## config.mk

```make
export PLATFORM = sky130hd
export DESIGN_NAME = cx_dma_hazard_ctrl
export DESIGN_NICKNAME = d
export VERILOG_FILES = /design/src/rtl/cx_dma_hazard_ctrl.sv
export SDC_FILE = /design/constraint.sdc
export NUM_CORES = 1
export LEC_CHECK = 0
export CAP_MARGIN = 20
export CORE_MARGIN = 3
export CORE_UTILIZATION = 35
export CTS_CLUSTER_SIZE = 20
export DETAILED_ROUTE_END_ITERATION = 6
export GPL_TIMING_DRIVEN = 0
export PLACE_DENSITY = 0.77
export SYNTH_ARGS = -nofsm -noshare
export SYNTH_HDL_FRONTEND = slang
export SYNTH_SLANG_ARGS = --single-unit
```

## constraint.sdc

```tcl
create_clock -name i_clk -period 3.2 [get_ports i_clk]
set_clock_uncertainty 0.1 [all_clocks]
set_input_delay 0.64 -clock i_clk [delete_from_list [all_inputs] [get_ports i_clk]]
set_output_delay 0.64 -clock i_clk [all_outputs]
set_load 0.02 [all_outputs]
```

## src/rtl/cx_dma_hazard_ctrl.sv

```systemverilog
// rtl/cx_dma_hazard_ctrl.sv - DMA requester: range-hazard lookup, slot allocation, issue and completion release.
// Entry layout on all entry-carrying channels: {base_address, end_address, rw}.
module cx_dma_hazard_ctrl #(
    parameter int DEPTH       = 8,
    parameter int ID_W        = 4,
    parameter int RETRY_DELAY = 4,
    parameter int ADDR_W      = 32,
    localparam int IDX_W      = $clog2(DEPTH),
    localparam int ENTRY_W    = 2 * ADDR_W + 1
) (
    input  logic                     i_clk,
    input  logic                     i_rst,

    input  logic                     s_cmd_valid,
    output logic                     s_cmd_ready,
    input  logic [ENTRY_W-1:0]       s_cmd_data,
    input  logic [ID_W-1:0]          s_cmd_id,

    output logic                     m_lkup_req_valid,
    input  logic                     m_lkup_req_ready,
    output logic [ENTRY_W-1:0]       m_lkup_req_data,
    output logic [ID_W-1:0]          m_lkup_req_id,

    input  logic                     s_lkup_resp_valid,
    output logic                     s_lkup_resp_ready,
    input  logic                     s_lkup_resp_data,
    input  logic [ID_W-1:0]          s_lkup_resp_id,

    output logic                     m_alloc_req_valid,
    input  logic                     m_alloc_req_ready,
    output logic [ENTRY_W-1:0]       m_alloc_req_data,
    output logic [ID_W-1:0]          m_alloc_req_id,

    input  logic                     s_alloc_resp_valid,
    output logic                     s_alloc_resp_ready,
    input  logic [IDX_W-1:0]         s_alloc_resp_data,
    input  logic [ID_W-1:0]          s_alloc_resp_id,

    output logic                     m_issue_valid,
    input  logic                     m_issue_ready,
    output logic [IDX_W+ENTRY_W-1:0] m_issue_data,
    output logic [ID_W-1:0]          m_issue_id,

    input  logic                     s_done_valid,
    output logic                     s_done_ready,
    input  logic [IDX_W-1:0]         s_done_data,

    output logic                     m_remove_req_valid,
    input  logic                     m_remove_req_ready,
    output logic [IDX_W-1:0]         m_remove_req_data,

    output logic                     o_range_err,
    output logic [15:0]              o_conflict_cnt,
    output logic [IDX_W:0]           o_outstanding
);

    localparam int BO_W = (RETRY_DELAY < 1) ? 1 : $clog2(RETRY_DELAY + 1);

    typedef enum logic [2:0] {
        IDLE,
        LKUP,
        LKUP_WAIT,
        BACKOFF,
        ALLOC,
        ALLOC_WAIT,
        ISSUE
    } state_t;

    state_t               state_q, state_d;
    logic [ENTRY_W-1:0]   entry_q;
    logic [ID_W-1:0]      id_q;
    logic [IDX_W-1:0]     idx_q;
    logic [BO_W-1:0]      backoff_q;
    logic                 range_err_q;
    logic [15:0]          conflict_q;
    logic [IDX_W:0]       outstanding_q;

    logic [ADDR_W-1:0]    cmd_base;
    logic [ADDR_W-1:0]    cmd_end;
    logic                 range_bad;
    logic                 cmd_hs;
    logic                 conflict_hs;
    logic                 issue_hs;
    logic                 remove_hs;

    assign cmd_base  = s_cmd_data[ENTRY_W-1 -: ADDR_W];
    assign cmd_end   = s_cmd_data[ADDR_W:1];
    assign range_bad = cmd_end < cmd_base;

    assign cmd_hs      = s_cmd_valid && s_cmd_ready;
    assign conflict_hs = s_lkup_resp_valid && s_lkup_resp_ready && s_lkup_resp_data;
    assign issue_hs    = m_issue_valid && m_issue_ready;
    assign remove_hs   = s_done_valid && m_remove_req_ready;

    always_comb begin
        state_d            = state_q;
        s_cmd_ready        = 1'b0;
        m_lkup_req_valid   = 1'b0;
        s_lkup_resp_ready  = 1'b0;
        m_alloc_req_valid  = 1'b0;
        s_alloc_resp_ready = 1'b0;
        m_issue_valid      = 1'b0;
        case (state_q)
            IDLE: begin
                s_cmd_ready = outstanding_q < (IDX_W + 1)'(DEPTH);
                if (s_cmd_valid && s_cmd_ready && !range_bad) state_d = LKUP;
            end
            LKUP: begin
                m_lkup_req_valid = 1'b1;
                if (m_lkup_req_ready) state_d = LKUP_WAIT;
            end
            LKUP_WAIT: begin
                s_lkup_resp_ready = 1'b1;
                if (s_lkup_resp_valid) state_d = s_lkup_resp_data ? BACKOFF : ALLOC;
            end
            BACKOFF: begin
                if (backoff_q <= BO_W'(1)) state_d = LKUP;
            end
            ALLOC: begin
                m_alloc_req_valid = 1'b1;
                if (m_alloc_req_ready) state_d = ALLOC_WAIT;
            end
            ALLOC_WAIT: begin
                s_alloc_resp_ready = 1'b1;
                if (s_alloc_resp_valid) state_d = ISSUE;
            end
            ISSUE: begin
                m_issue_valid = 1'b1;
                if (m_issue_ready) state_d = IDLE;
            end
            default: state_d = IDLE;
        endcase
    end

    always_ff @(posedge i_clk or posedge i_rst) begin
        if (i_rst) begin
            state_q       <= IDLE;
            entry_q       <= '0;
            id_q          <= '0;
            idx_q         <= '0;
            backoff_q     <= '0;
            range_err_q   <= 1'b0;
            conflict_q    <= '0;
            outstanding_q <= '0;
        end else begin
            state_q     <= state_d;
            range_err_q <= cmd_hs && range_bad;
            if (cmd_hs) begin
                entry_q <= s_cmd_data;
                id_q    <= s_cmd_id;
            end
            if (conflict_hs) begin
                backoff_q <= BO_W'(RETRY_DELAY);
                if (conflict_q != 16'hFFFF) conflict_q <= conflict_q + 16'd1;
            end else if (state_q == BACKOFF && backoff_q != '0) begin
                backoff_q <= backoff_q - BO_W'(1);
            end
            if (s_alloc_resp_valid && s_alloc_resp_ready) idx_q <= s_alloc_resp_data;
            // Issue and remove in the same cycle cancel out.
            case ({issue_hs, remove_hs})
                2'b10:   outstanding_q <= outstanding_q + (IDX_W + 1)'(1);
                2'b01:   outstanding_q <= outstanding_q - (IDX_W + 1)'(1);
                default: outstanding_q <= outstanding_q;
            endcase
        end
    end

    assign m_lkup_req_data   = entry_q;
    assign m_lkup_req_id     = id_q;
    assign m_alloc_req_data  = entry_q;
    assign m_alloc_req_id    = id_q;
    assign m_issue_data      = {idx_q, entry_q};
    assign m_issue_id        = id_q;

    assign m_remove_req_valid = s_done_valid;
    assign m_remove_req_data  = s_done_data;
    assign s_done_ready       = m_remove_req_ready;

    assign o_range_err    = range_err_q;
    assign o_conflict_cnt = conflict_q;
    assign o_outstanding  = outstanding_q;

    a_lkup_id: assert property (@(posedge i_clk) disable iff (i_rst)
        (s_lkup_resp_valid && s_lkup_resp_ready) |-> (s_lkup_resp_id == id_q));
    a_alloc_id: assert property (@(posedge i_clk) disable iff (i_rst)
        (s_alloc_resp_valid && s_alloc_resp_ready) |-> (s_alloc_resp_id == id_q));
    a_remove_underflow: assert property (@(posedge i_clk) disable iff (i_rst)
        remove_hs |-> (outstanding_q != '0));
    a_outstanding_max: assert property (@(posedge i_clk) disable iff (i_rst)
        outstanding_q <= (IDX_W + 1)'(DEPTH));

endmodule

```

==> qor.yml <==
outcome:
  status: "finished clean"
die:
  initial_utilization_pct: 35.8
  die_y_um: 136
  dieWidth_um: 136
  die-area_um2: 18600
  io_pins: 336
  rows: 47
  core_um2: 16600
clock_tree:
  holdBufCountCts: 0
  clkTransAtPathRegs_ns: 0.07
  clockBufferDepth: 2
  post-cts-setup-buffer-count: 0
  insertion_delay_ns: 0.34
  htree_num_levels: 3
  numCtsBuffers: 9
  cts-root-buf: "clkbuf_16"
  cts_tree: "done"
  cts_resized: 0
  cts.sinks: 99
critical_path:
  path_cells: "clkdlybuf4s50_1 > inv_1 > ha_1 > nand4_1 > or3_4 > a2111oi_2 > o41ai_1 > and3b_1"
  cp-end-kind: "flip-flop"
  rrSetupSlack_ns: 0.80
  crit_family: "simple AND/OR/NAND/NOR gates"
  slowest_delay_ns: 0.45
  critical_path_buf_inv_count: 2
  startpoint: "s_cmd_data[48]"
  worstPathArrival_ns: 2.90
  setup.worst_path.start_class: "primary input"
  criticalPathCategory: "in -> reg"
  critPathMaxFanout: 3
  worstPathRequired_ns: 3.33
  r2r_start: "state_q[1]"
  slowest_stage: "clkdlybuf4s50_1"
synth:
  syn_avg_cell_area_um2: 10.2
  netlist_area_um2: 5960
  ys_types: 49
  syn_nets: 718
  synth_top_area_share_pct: 41.6
  synth_area_leader_cell: "dfrtp_1"
  ys_seq_area_share_pct: 41.6
  netlist_instances: 585
  ys_warn_count: 0
  synth.area.top_cells: "dfrtp_1 42%, buf_4 18%, mux2_2 8.1%"
  synth_seq_cells: 99
timing:
  fin_tns_setup_ns: 0
  slew_headroom_pct: 47.8
  worstMarginPinSlew_ns: 0.773
  postLayoutSetupSlackWorst_ns: 0.428
  period_needed_ns: 2.77
  setup_violations: 0
  fin_crit_sh_pct: 86.6
  hold_violations: 0
  rsz0062_at_grt: "false"
  fmax_mhz: 361
  maxSlewViolCount: 0
min_path:
  hold_path.class: "reg -> reg"
  min_from: "o_conflict_cnt[11]"
final_layout:
  layout-drive-gt1-share_pct: 23.3
  final_nets: 1055
  areaGrowthSynthToFinish_pct: 64.8
  antennaDiodeCount: 0
drt:
  drt-vias-per-instance: 4.39
  wl_mm: 17.5
  via_count: 5027
  drt_iter0_markers: 98
  drtPass1Iterations: 4
  drc_errors: 0
  wire_per_inst_um: 15.3
  ant_nets: 0
global_routing:
  grt_pass1_wl_mm: 26.8
  antenna_found_initial: 0
  grt-ovfl-total: 0
  first_global_vias: 5026
  grt_usage_pct: 18.4
  grt_max_degree: 40
pwr:
  p_sw_share_pct: 39.8
  p_leak_uw: 0.00450
  p_seq_share_pct: 23.1
  combPwrFrac_pct: 66.0
  p_int_uw: 6150
  peakVddDrop_v: 0.000648
  powerDensity_nw_per_um2: 1040
  switching_power_uw: 4060
  power.clock.fraction_pct: 10.9
placement:
  portBuffers: 324
  place_congestion: 0.793
  pre_cts_ws_ns: 0.0242
  dpl.hpwl_mm: 14.5
flow_run:
  maxCapViolations: 0
## cells by family (layout without fill, tap and decap cells)
family | after synthesis | in the layout | share of synthesized area (%)
AND/OR/NAND/NOR | 106 | 106 | 9.07
flip-flops | 99 | 99 | 41.6
AO/OA/AOI/OAI | 76 | 76 | 8.02
XOR/XNOR | 19 | 19 | 2.79
adder cells (fa/ha/maj) | 39 | 39 | 8.31
multiplexers | 45 | 45 | 8.46
buffers and inverters | 201 | 542 | 21.8
## power by group through the flow
stage,Sequential [µW],Clock (µW),Combinational (µW)
after floorplan,2810,0,3220
after global placement,2370,0,6710
after detailed placement,2400,0,6800
after CTS,2380,1140,6810
after global routing,2470,1200,7140
final,2360,1110,6730
## final timing paths
kind,cells past startpoint,end
worst max-delay path,8,o_range_err
worst min-delay path,1,o_conflict_cnt[11]
worst max register to register,10,o_outstanding[3]
worst min register to register,1,o_conflict_cnt[11]
max in group asynchronous,3,m_alloc_req_data[62]
min in group asynchronous,2,o_conflict_cnt[7]
## stage by stage
step / power, µW / area [µm²] / hold WS, ns / utilization, % / instances
2_1_floorplan: 6030 / 5960 / 0.400 / - / 585
3_3_place_gp: 9080 / 9480 / 0.376 / 57.0 / 1129
3_5_place_dp: 9200 / 9520 / 0.382 / 57.2 / 1131
4_1_cts: 10300 / 9820 / 0.395 / 59.0 / 1146
5_1_grt: 10800 / 9820 / 0.431 / 59.0 / 1146
6_report: 10200 / 9820 / 0.388 / 59.0 / 1146
## worst reg2reg max path, cell delays in order, from the launching register on
cell and delay (ns):
dfrtp_1 0.38, clkbuf_1 0.33, and3_1 0.25, nand2_1 0.06
ha_1 0.21, ha_1 0.28, a21o_1 0.17, a21oi_1 0.17
xnor2_1 0.13, nor2_1 0.06, xor2_1 0.14
## cells in the mapped netlist, drive strengths merged
cell	number
buf	148
dfrtp	99
nand2	54
inv	43
mux2	43
o21ai	42
ha	38
a21oi	12
xnor2	11
clkbuf	10
nand4	10
nor2	10
xor2	8
and4	6
nand3	6
and2	5
and3	3
nor3	3
o21a	3
a2111oi	2
a21o	2
a221oi	2
mux2i	2
nand2b	2
nor3b	2
nor4	2
a211oi	1
a221o	1
a2bb2oi	1
a31oi	1
a41oi	1
and3b	1
fa	1
nor2b	1
o2111a	1
o211ai	1
o21ba	1
o221ai	1
o22ai	1
o31a	1
o31ai	1
o41ai	1
or3	1
## cell usage in the layout (no fill, tap or decap), types with 4 or more instances in the layout
master           instances
a21oi_1                 12
and2_1                   4
and4_1                   6
buf_2                    5
buf_4                  143
clkbuf_1                10
clkbuf_16                9
clkdlybuf4s50_1        324
dfrtp_1                 99
ha_1                    38
inv_1                   42
mux2_2                  43
nand2_1                 54
nand3_1                  6
nand4_1                 10
nor2_1                  10
o21ai_0                 41
xnor2_1                 11
xor2_1                   8
## sequential cells by signal (all words and copies together) (netlist names)
register,flops
m_alloc_req_data,65
m_alloc_req_id,4
o_outstanding,4
idx_q,3
backoff_q,3
o_conflict_cnt,16
state_q,3
o_range_err,1
## area by class of cell
cell class | instances | area (µm²)
clock buffers | 10 | 239
clock inverters | 5 | 62.6
multi-input cells | 285 | 2180
well taps | 220 | 275
inverters | 43 | 165
flip-flops and latches | 99 | 2480
plain buffers | 158 | 1140
fillers | 1428 | 6820
repair buffers | 326 | 3280
## routing by layer
metal  wire length (µm)  up-vias  share of wire, %  global-route usage [%]
met5                  0        -                 0                       0
met4                196        0               1.1                    4.26
met3               1350       14               7.7                    5.37
met2               9180      178                52                    33.2
met1               6760     2344                39                    21.4
li1                   -     2491                 -                       -
Power figures use the tool's default switching activity.
